===== src/rtl/bcd_serial_adder.sv =====
// Digit-serial BCD adder: adds two packed BCD operands one decimal digit per clock,
// LSD first, with a registered decimal carry between digits.

module bcd_digit_add (
  input  logic [3:0] a,
  input  logic [3:0] b,
  input  logic       ci,
  output logic [3:0] s,
  output logic       co,
  output logic       bad
);
  logic [4:0] t;

  always_comb begin
    t   = {1'b0, a} + {1'b0, b} + {4'd0, ci};
    co  = (t > 5'd9);
    // +6 skips the six unused codes; wraps mod 16 for out-of-range digits
    s   = co ? (t[3:0] + 4'd6) : t[3:0];
    bad = (a > 4'd9) || (b > 4'd9);
  end
endmodule

module bcd_serial_adder #(
  parameter int DIGITS = 4
) (
  input  logic                  CLK,
  input  logic                  RST_N,
  input  logic                  START,
  input  logic [4*DIGITS-1:0]   A,
  input  logic [4*DIGITS-1:0]   B,
  output logic                  BUSY,
  output logic                  DONE,
  output logic [4*DIGITS-1:0]   SUM,
  output logic                  COUT,
  output logic                  ERR
);
  localparam int IW = (DIGITS > 1) ? $clog2(DIGITS) : 1;

  typedef enum logic [1:0] {S_IDLE, S_RUN, S_DONE} state_t;

  typedef struct packed {
    logic [DIGITS-1:0][3:0] a;
    logic [DIGITS-1:0][3:0] b;
  } opnd_t;

  state_t                 state;
  opnd_t                  op_q;
  logic [DIGITS-1:0][3:0] sum_q;
  logic                   cy;
  logic [IW-1:0]          idx;

  logic [3:0] dig_s;
  logic       dig_co;
  logic       dig_bad;

  bcd_digit_add u_dig (
    .a   (op_q.a[idx]),
    .b   (op_q.b[idx]),
    .ci  (cy),
    .s   (dig_s),
    .co  (dig_co),
    .bad (dig_bad)
  );

  assign SUM = sum_q;

  always_ff @(posedge CLK or negedge RST_N) begin
    if (!RST_N) begin
      state <= S_IDLE;
      op_q  <= '0;
      sum_q <= '0;
      cy    <= 1'b0;
      idx   <= '0;
      BUSY  <= 1'b0;
      DONE  <= 1'b0;
      COUT  <= 1'b0;
      ERR   <= 1'b0;
    end else begin
      case (state)
        S_IDLE: if (START) begin
          op_q.a <= A;
          op_q.b <= B;
          sum_q  <= '0;
          cy     <= 1'b0;
          idx    <= '0;
          COUT   <= 1'b0;
          ERR    <= 1'b0;
          BUSY   <= 1'b1;
          state  <= S_RUN;
        end
        S_RUN: begin
          sum_q[idx] <= dig_s;
          cy         <= dig_co;
          if (dig_bad) ERR <= 1'b1;
          if (idx == IW'(DIGITS - 1)) begin
            COUT  <= dig_co;
            DONE  <= 1'b1;
            state <= S_DONE;
          end else begin
            idx <= idx + 1'b1;
          end
        end
        S_DONE: begin
          DONE  <= 1'b0;
          BUSY  <= 1'b0;
          state <= S_IDLE;
        end
        default: begin
          DONE  <= 1'b0;
          BUSY  <= 1'b0;
          state <= S_IDLE;
        end
      endcase
    end
  end
endmodule


===== config.mk =====
export PLATFORM = sky130hd
export DESIGN_NAME = bcd_serial_adder
export DESIGN_NICKNAME = d
export VERILOG_FILES = /design/src/rtl/bcd_serial_adder.sv
export SDC_FILE = /design/constraint.sdc
export NUM_CORES = 1
export LEC_CHECK = 0
export ABC_AREA = 1
export CAP_MARGIN = 0
export CELL_PAD_IN_SITES_DETAIL_PLACEMENT = 1
export CELL_PAD_IN_SITES_GLOBAL_PLACEMENT = 1
export CORE_UTILIZATION = 41
export DETAILED_ROUTE_END_ITERATION = 7
export GPL_TIMING_DRIVEN = 1
export PLACE_DENSITY = 0.93
export SYNTH_ARGS = -nofsm -noshare
export SYNTH_HDL_FRONTEND = slang
export SYNTH_HIERARCHICAL = 1
export SYNTH_SLANG_ARGS = --single-unit

===== constraint.sdc =====
create_clock -name CLK -period 4.3 [get_ports CLK]
set_input_delay 0.645 -clock CLK [delete_from_list [all_inputs] [get_ports CLK]]
set_output_delay 0.645 -clock CLK [all_outputs]
set_load 0.02 [all_outputs]

# Word level (Yosys, flattened, before mapping)
# Cells that the tools add are included.
# word_totals
register_bits	57
latch_bits	0
mem_bits_rw	0
romBits	0
inputBits	35
elab_cells	74
n_memories	0
# classes
addsub	4
n_mul	0
div_mod_pow	0
magnitude_cmp	5
eq_ne	6
shifts	0
muxes	26
bitwise	2
reduce_logical	12
# op_table
cell	count
case mux 16 bit (2 select lines)	1
binary-select mux 4 bit (select 2 bit)	2
bitwise mux 16 bit	1
two-way mux 16 bit	1
two-way mux 4 bit	4
case mux 1 bit (2 select lines)	5
AND reduction 2 bit	5
AND reduction 3 bit	3
demux 4 bit (select 2 bit)	1
greater-than comparator 4 bit (second input constant)	2
two-way mux 2 bit	4
!= test 2 bit (second input constant)	4
case mux 2 bit (2 select lines)	2
adder 4 x 4 -> 5 bit	1
adder 5 x 1 -> 5 bit	1
greater-than comparator 5 x 4 -> 1 bit (second input constant)	1
two-way mux 1 bit	5
adder 4 x 3 -> 4 bit (second input constant)	1
less-than comparator 2 x 3 -> 1 bit (second input constant)	1
adder 2 x 1 -> 2 bit (second input constant)	1
== test 2 x 1 -> 1 bit (second input constant)	1
== test 2 bit (second input constant)	1
>= comparator 2 x 1 -> 1 bit (second input constant)	1
zero test 2 bit	1
4 further kinds	5

# Depth between registers and ports, before layout
# logic_depth
ltp_word	8
depth_mapped	21

# Cells and area by module
# The synthesis kept the hierarchy.
# by_module_without_submodules
mod	instances	cells_each	area_each_um2	seq_area_each_um2
bcd_serial_adder	1	316	2576.2	1426.4
bcd_digit_add	1	50	314.1	0.0

# Least setup slack after synthesis
# Ideal clock, no wire load.
# synth_timing
kind	reg-to-reg
start	register idx[0]
end	register sum_q (netlist bit SUM[11])
setup_time_ns	0.065
arrival_ns	2.857
t_required_ns	4.235
path_slack_ns	1.378
path_stages_with_launch	20
path_buffers	1
synth_period_minus_slack_ns	2.922
cell_sequence	dfrtp_1 > inv_1 > buf_4 > a21oi_1 > o21ai_1 > nand2_1 > fa_1 > fa_1 > nand2_1 > nand2_2 > ha_1 > a21oi_4 > nand2_4 > nand2_4 > nand2_1 > nand2_1 > inv_1 > nor2_2 > nand2_1 > nand2_1
# synth_between
elab_chain_cells	8
word_cells_on_any_way	16
cone_classes	3 x add/sub; 3 x order compare; 9 x mux; 1 x reduce/logical
# synth_rtl
element	line	text
start, declared	50	logic [IW-1:0] idx;
start signal, assigned	100	idx <= idx + 1'b1;
binary-select mux 4 bit (select 2 bit), on equally long branches	57, 58	
two-way mux 4 bit, on equally long branches	57, 58	
adder 4 x 4 -> 5 bit (*)	15	t = {1'b0, a} + {1'b0, b} + {4'd0, ci};
adder 5 x 1 -> 5 bit (*)	15	
greater-than comparator 5 x 4 -> 1 bit (*)	16	co = (t > 5'd9);
via dig_co	53	logic dig_co;
two-way mux 4 bit (*)	18	s = co ? (t[3:0] + 4'd6) : t[3:0];
via dig_s[3]	52	logic [3:0] dig_s;
bitwise mux 16 bit (*)	92	sum_q[idx] <= dig_s;
case mux 16 bit (2 select lines) (*)	79	case (state)
end signal, assigned by index	92	
end, declared	48	logic [DIGITS-1:0][3:0] sum_q;
# The timed path passes the listed nets; every way through them passes the cells marked *. The select of a mux whose other input is x is not followed.
# A chain may end at the register's enable or synchronous reset.

# Worst setup path in the final report
# layout_timing
start	register idx[0]
end	register sum_q (netlist bit SUM[3])
# The elaborated chain is that of the path after synthesis.

==> metrics.cfg <==
[run_status]
outcome=completed

[placed_design]
port_buffers=54
hpwl_mm=5.62
globalplace.congestion=0.901
pre_cts_slack_ps=580

[synth]
yosysSeqAreaShare_pct=49.4
yosysWarnings=6
syn_area_um2=2890
async_flop_share_pct=100
synth_area_per_cell_um2=7.90
synth_edf_count=0
ys_types=25
ys_ff_latch=57
postSynthCellCount=366
ys.flop_type=dfrtp_1
synth_nets=412

[cts]
cts_buffers=9
ctsResizeCount=0
htreeDepth=3
post_cts_buffers=0
cts_tree=built
clock_latency_ps=330
cts.sink_count=57
holdBufCountCts=0
clk_pin_slew_ps=60
cts_root_buf=clkbuf_8
clk_path_buf_depth=2

[final_layout]
num_antenna_cells=0
syn_to_final_growth_pct=25.7
final_cell_mix=nand2_1 (159), dfrtp_1 (57), clkdlybuf4s50_1 (53)
fin_nets=467
post_route_cells_drive_above_1_share_pct=8.98
final_common_cell=nand2_1

[floorplanning]
die_y_um=86.0
core-area_um2=6790
die_area_um2=7390
rows=30
die_w_um=86.0
pin_count=55
initial_core_util_pct=42.5

[drt]
post_drt_via_cell_ratio=4.87
drt_iter0_drc=56
wl_per_cell_um=14.1
drtPass1Iterations=4
drc=0
via_count=2526
ant_nets=0
wl_mm=7.30

[critical_path]
r2r_start=idx[0]
arrival_ps=4010
required_ps=4570
cpMostUsedCell=nand2_1
rrSetupSlack_ps=570
crit_path_cell_trace=inv_1 -> buf_4 -> nor2_1 -> nor2_1 -> o21ai_0 -> nand2_1 -> fa_1 -> fa_1 -> nand2_1 -> nand2_2 -> ha_1 -> a21oi_4 -> nand2_4 -> nand2_4 -> nand2_1 -> nand2_1 -> inv_1 -> nor2_2 -> nand2_1 -> nand2_1
path_class=flop to flop
cp_slowest_cell=dfrtp_1
rr_worst_depth=20
crit_path_max_fanout=18
critPathMaxStageDelay_ps=570
worst_setup_path_end_kind=flop
startpoint_type=flop
r2r-end=SUM[3]

[grt]
met1_usage_pct=25.7
busiest_layer=met2
grtUsageTotal_pct=22.9
grtUsageMet3_pct=3.66
grt_max_degree=58
antenna_found_initial=0
grt_first_pass_wirelength_mm=13.0
grt_pass1_vias=2768
grt_use_met2_pct=42.6
gr-total-overflow=0

[sta]
slew_headroom_pct=52.4
setup_tns_ps=0
fmax_mhz=268
clock_skew_ps=5.46
rsz0062_at_grt=no
drv_slew=0
setup_viol=0
fin_ws_ps=568
tightest_slew_ps=714
final_hold_viol_count=0
finalCriticalPeriod_ps=3730
fin_crit_sh_pct=86.8

[min_path]
worstHoldPathType=primary input to async pin

[flow_run]
drv_cap=0

==> logic make-up after synthesis <==
| logic type | synth area share [%] |
|---|---|
| buffers and inverters | 6.71 |
| adders and majority gates | 5.28 |
| and+or+nand+nor | 30.7 |
| AOI/OAI and AO/OA | 7.97 |
| DFF | 49.4 |
==> how the worst max path moves through the flow <==
stage	startpoint	endpoint
2_1_floorplan	idx[0]	SUM[11]
3_3_place_gp	idx[0]	SUM[7]
3_5_place_dp	idx[0]	SUM[7]
4_1_cts	idx[0]	SUM[7]
5_1_grt	idx[0]	SUM[3]
6_report	idx[0]	SUM[3]
==> flip-flops by register name, summed over array words and instances (netlist names) <==
| name | cells |
|---|---|
| BUSY | 1 |
| COUT | 1 |
| DONE | 1 |
| ERR | 1 |
| SUM | 16 |
| cy | 1 |
| idx | 2 |
| op_q | 32 |
| state | 2 |
==> metal layers <==
| metal | vias to the layer above | share of wire (%) |
|---|---|---|
| met5 | - | 0 |
| met4 | 0 | 2.4 |
| met3 | 17 | 3.1 |
| met2 | 59 | 53 |
| met1 | 1212 | 41 |
| li1 | 1238 | - |
==> per-stage QoR <==
| step | instances | hold WS, ps | area, µm² | utilization [%] |
|---|---|---|---|---|
| after floorplan | 366 | 349 | 2890 | - |
| after global placement | 506 | 455 | 3480 | 51.3 |
| after detailed placement | 506 | 462 | 3480 | 51.3 |
| after CTS | 519 | 475 | 3630 | 53.5 |
| after global routing | 519 | 500 | 3630 | 53.5 |
| final | 519 | 461 | 3630 | 53.5 |
==> final cells by class <==
cell class | count | area, µm²
multi-input cells | 266 | 1270
fillers | 833 | 3160
flip-flops and latches | 57 | 1430
clock inverters | 1 | 5.00
well taps | 96 | 120
clock buffers | 12 | 145
repair buffers | 56 | 551
inverters | 31 | 116
==> Yosys cell counts (2+ instances only) <==
cell,instances,area share (%)
ha_1,9,3.9
nand3_1,18,3.1
o21ai_0,15,2.6
inv_1,26,3.4
nand2_4,2,0.78
buf_4,5,1.3
o21ai_1,11,1.9
buf_2,5,0.87
a21oi_1,10,1.7
o21ai_2,2,0.61
nor2_2,3,0.65
inv_2,5,0.65
nor2_1,20,2.6
nand4_1,2,0.43
dfrtp_1,57,49
nand2_1,159,21
nand2_2,8,1.7
fa_1,2,1.4
==> worst max-delay path: cells and delay by family, from the launching register on <==
family | cells | cell delay (ps)
AOI/OAI and AO/OA | 2 | 240
adders and majority gates | 3 | 1120
buffers and inverters | 3 | 650
DFF | 1 | 570
and+or+nand+nor | 12 | 1090
Power is not shown: default switching activity piles up to over one toggle a cycle in this logic, so the estimate is an artifact.
